<file path="src/rtl/counter_10000.sv">
// Modulo-MAX_COUNT up/down counter with synchronous clear; priority rst > clear > i_tick > hold.
// Latency one clock; no backpressure, i_tick is a level enable that steps once per edge.
module counter_10000 #(
  parameter int MAX_COUNT = 10000,
  parameter int WIDTH     = $clog2(MAX_COUNT)
) (
  input  logic             clk,
  input  logic             rst,
  input  logic             i_tick,
  input  logic             mode,
  input  logic             clear,
  output logic [WIDTH-1:0] count_reg
);

  // Wrap at the modulus, not at the 2^WIDTH boundary.
  localparam logic [WIDTH-1:0] LAST = WIDTH'(MAX_COUNT - 1);
  localparam logic [WIDTH-1:0] ZERO = '0;
  localparam logic [WIDTH-1:0] ONE  = WIDTH'(1);

  always_ff @(posedge clk) begin
    if (rst) begin
      count_reg <= ZERO;
    end else if (clear) begin
      count_reg <= ZERO;
    end else if (i_tick) begin
      if (mode) begin
        count_reg <= (count_reg == ZERO) ? LAST : count_reg - ONE;
      end else begin
        count_reg <= (count_reg == LAST) ? ZERO : count_reg + ONE;
      end
    end
  end

endmodule

</file>
<file path="config.mk">
export PLATFORM = sky130hd
export DESIGN_NAME = counter_10000
export DESIGN_NICKNAME = d
export VERILOG_FILES = /design/src/rtl/counter_10000.sv
export SDC_FILE = /design/constraint.sdc
export NUM_CORES = 1
export LEC_CHECK = 0
export CAP_MARGIN = 15
export CORE_MARGIN = 2
export CORE_UTILIZATION = 50
export CTS_CLUSTER_DIAMETER = 100
export DETAILED_ROUTE_END_ITERATION = 6
export DONT_BUFFER_PORTS = 1
export PLACE_DENSITY_LB_ADDON = 0.2
export SLEW_MARGIN = 10
export SYNTH_ARGS = -nofsm -noshare
export SYNTH_HDL_FRONTEND = slang
export SYNTH_SLANG_ARGS = --single-unit
</file>
<file path="constraint.sdc">
create_clock -name clk -period 2.6 [get_ports clk]
set_input_delay 0.52 -clock clk [delete_from_list [all_inputs] [get_ports clk]]
set_output_delay 0.52 -clock clk [all_outputs]
set_load 0.02 [all_outputs]
</file>
==> out/qor.csv <==
stage,metric,value,unit
critical_path,crit end category,flop,
sta,count of final max-slew check failures,0,
critical_path,Critical Path RT,2800,ps
worst_hold_path,Hold Startpoint,i_tick,
die,initial core utilization,0.543,
drt,DRC,0,
yosys,mux cell area share after synthesis,0.0256,
grt,vias in the first global route,1252,
layout,final instance count without filler cells,199,
grt,first-pass GRT wire length,6180,µm
critical_path,Crit Path Class,reg2reg,
yosys,ranking of synthesized cells by area,"dfxtp_1, nand2_1, a21oi_1, nor4_1, nand3_1",
layout,proportion of layout cells with a drive suffix above 1,0.175,
sta,min cycle time layout,2340,ps
drt,routed via count,1420,
yosys,sequential element share of the synthesized area,0.229,
die,Chip Height,53.5,µm
drt,final antenna-violating net count,0,
critical_path,Worst setup SP type,flop,
drt,WL final,3760,µm
yosys,post-synthesis adder-cell area fraction,0.0204,
sta,setup TNS,0,ps
yosys,Synth area leader,dfxtp_1,
place,port bufs,0,
critical_path,R2R Path Start,count_reg[1],
clocking,CTS tree,built,
clocking,Root Buffer,clkbuf_4,
yosys,post-synthesis register bit count,14,
yosys,Netlist Area Pre-Place,1220,µm²
yosys,Ys Warns,0,
place,number of cells after detailed placement,195,
layout,synth-to-layout area growth,9.20,%
pwr,leakage dissipation,0.496,nW
clocking,CTS clock-pin slew for the worst setup and hold paths,110,ps
grt,Tot GR Track Use,0.299,
yosys,post-synthesis compound-gate area fraction,0.322,
clocking,post-CTS setup buffer count,0,
yosys,Syn Inst Count,167,
yosys,synth cell count leaders,"nand2_1, dfxtp_1, clkbuf_1, nor2_1, a21oi_1",
layout,Post-layout nets,179,
sta,final worst slack,255,ps
die,# IOs,19,
clocking,Worst-Skew Late Latency,300,ps
worst_hold_path,hold depth,1,
clocking,hold_buf cts,0,
die,die width,53.5,µm
drt,vias per std cell,7.14,
clocking,H-Tree Level Count,1,
yosys,Synth Area in XOR/XNOR,0.0143,
critical_path,Reg2Reg Depth,7,
yosys,post-synth top area share,0.229,
sta,Slew HR,0.645,
yosys,number of synthesized flops with an enable pin,0,
critical_path,crit path max fanout,6,
layout,Largest register FFs,14,
run,max_cap viols,0,
yosys,"Primary FF master, synth",dfxtp_1,
clocking,total CTS buffers,3,
yosys,Synth Net Count,174,
grt,GRT Residual Overflow,0,
die,Cell Rows,17,
layout,filler instances,222,
outcome,outcome,"complete, no violations",
pwr,Power per Cell Area,452,nW/µm²
clocking,clk buf depth,2,
worst_hold_path,hold path endpoint,count_reg[9],
pwr,VDD IR max,0.000263,V
yosys,most common cell in the netlist,nand2_1,
worst_hold_path,HP Class,in2reg,
die,Core Area,2250,µm²
critical_path,CP arrival,2540,ps
yosys,Post-Synth Simple-Gate Area,0.303,
place,Post-Place Worst Slack,304,ps
sta,max frequency,426,MHz
place,Detail Placement HPWL,2610,µm
yosys,ys async rst share,0,
sta,fin crit share,0.902,
sta,final setup fails,0,
yosys,Synth cell types,56,
drt,DRT Pass-1 Iters,4,
sta,Setup Skew,8.96,ps
critical_path,R2R Path End,count_reg[10],
drt,DR iter-0 viols,105,
sta,worst-margin pin slew,532,ps
sta,Fin. Hold Viols,0,
yosys,main combinational cell family by area after synthesis,compound AO/OA/AOI/OAI gates,
sta,RSZ-0062 raised after global routing,false,
clocking,CTS Sinks,14,
yosys,mean area per synthesized cell,7.33,µm²
drt,routed len/inst,18.9,µm
grt,pin count of the biggest net entering global routing,22,
die,die area,2860,µm²
layout,Antenna Cells,0,
clocking,post_cts resized,0,
place,Final GP Congestion,0.908,
critical_path,R2R setup slack,260,ps
grt,initial antenna violation count,0,
-- per-stage QoR --
stage / power [mW] / area, µm² / hold slack, ps / util
3_3_place_gp: 0.419 / 1300 / 655 / 0.577
4_1_cts: 0.594 / 1340 / 413 / 0.593
6_report: 0.604 / 1340 / 409 / 0.593
2_1_floorplan: 0.388 / 1220 / 634 / -
5_1_grt: 0.628 / 1340 / 409 / 0.593
3_5_place_dp: 0.425 / 1300 / 666 / 0.577
-- worst max path at each step --
stage	startpoint	endpoint
floorplan	count_reg[5]	count_reg[9]
global placement	count_reg[6]	count_reg[6]
detailed placement	count_reg[1]	count_reg[10]
CTS	count_reg[1]	count_reg[10]
global route	count_reg[1]	count_reg[10]
finish	count_reg[1]	count_reg[10]
-- layout by cell type (no fill, tap or decap), types with 3 or more instances in the layout --
| cell type | count |
|---|---|
| buf_4 | 16 |
| nand2_1 | 15 |
| dfxtp_1 | 14 |
| nor2_1 | 12 |
| a21oi_1 | 11 |
| o21ai_0 | 9 |
| nand3_1 | 9 |
| nor4_1 | 8 |
| nor3_1 | 6 |
| inv_1 | 5 |
| o41ai_1 | 4 |
| nand4_1 | 3 |
| a31oi_1 | 3 |
| a221oi_1 | 3 |
| clkbuf_4 | 3 |
-- per-layer routing --
metal,routed length [µm],up-vias,GRT usage
met3,503,16,0.0678
met2,1660,103,0.449
met1,1500,644,0.409
met4,102,0,0.115
li1,-,657,-
met5,0,-,0
-- worst max-delay path: stages (launching register included) --
cell and delay [ps]:
dfxtp_1 430, inv_1 160, ha_1 210, or3b_2 530
nor4_1 410, xor2_1 150, a221oi_1 270, nor3_1 80
-- cell type report --
class,count,area (µm²),share of cell area
multi-input cells,130,838,0.627
inverters,7,26.3,0.0197
repair buffers,16,120,0.0899
clock buffers,4,36.3,0.0272
well taps,28,35.0,0.0262
flip-flops and latches,14,280,0.210
-- power by group --
| group | switching (mW) | internal [mW] |
|---|---|---|
| registers | 0.0116 | 0.223 |
| clock network | 0.0915 | 0.0855 |
| logic | 0.117 | 0.0743 |
-- kinds of logic after synthesis --
logic type               after synthesis
multiplexers                           3
AND/OR/NAND/NOR                       69
buffers and inverters                 23
flip-flops                            14
adder cells (fa/ha/maj)                2
XOR/XNOR                               2
AO/OA/AOI/OAI                         54
No activity file was read; power rests on OpenSTA's default activity.
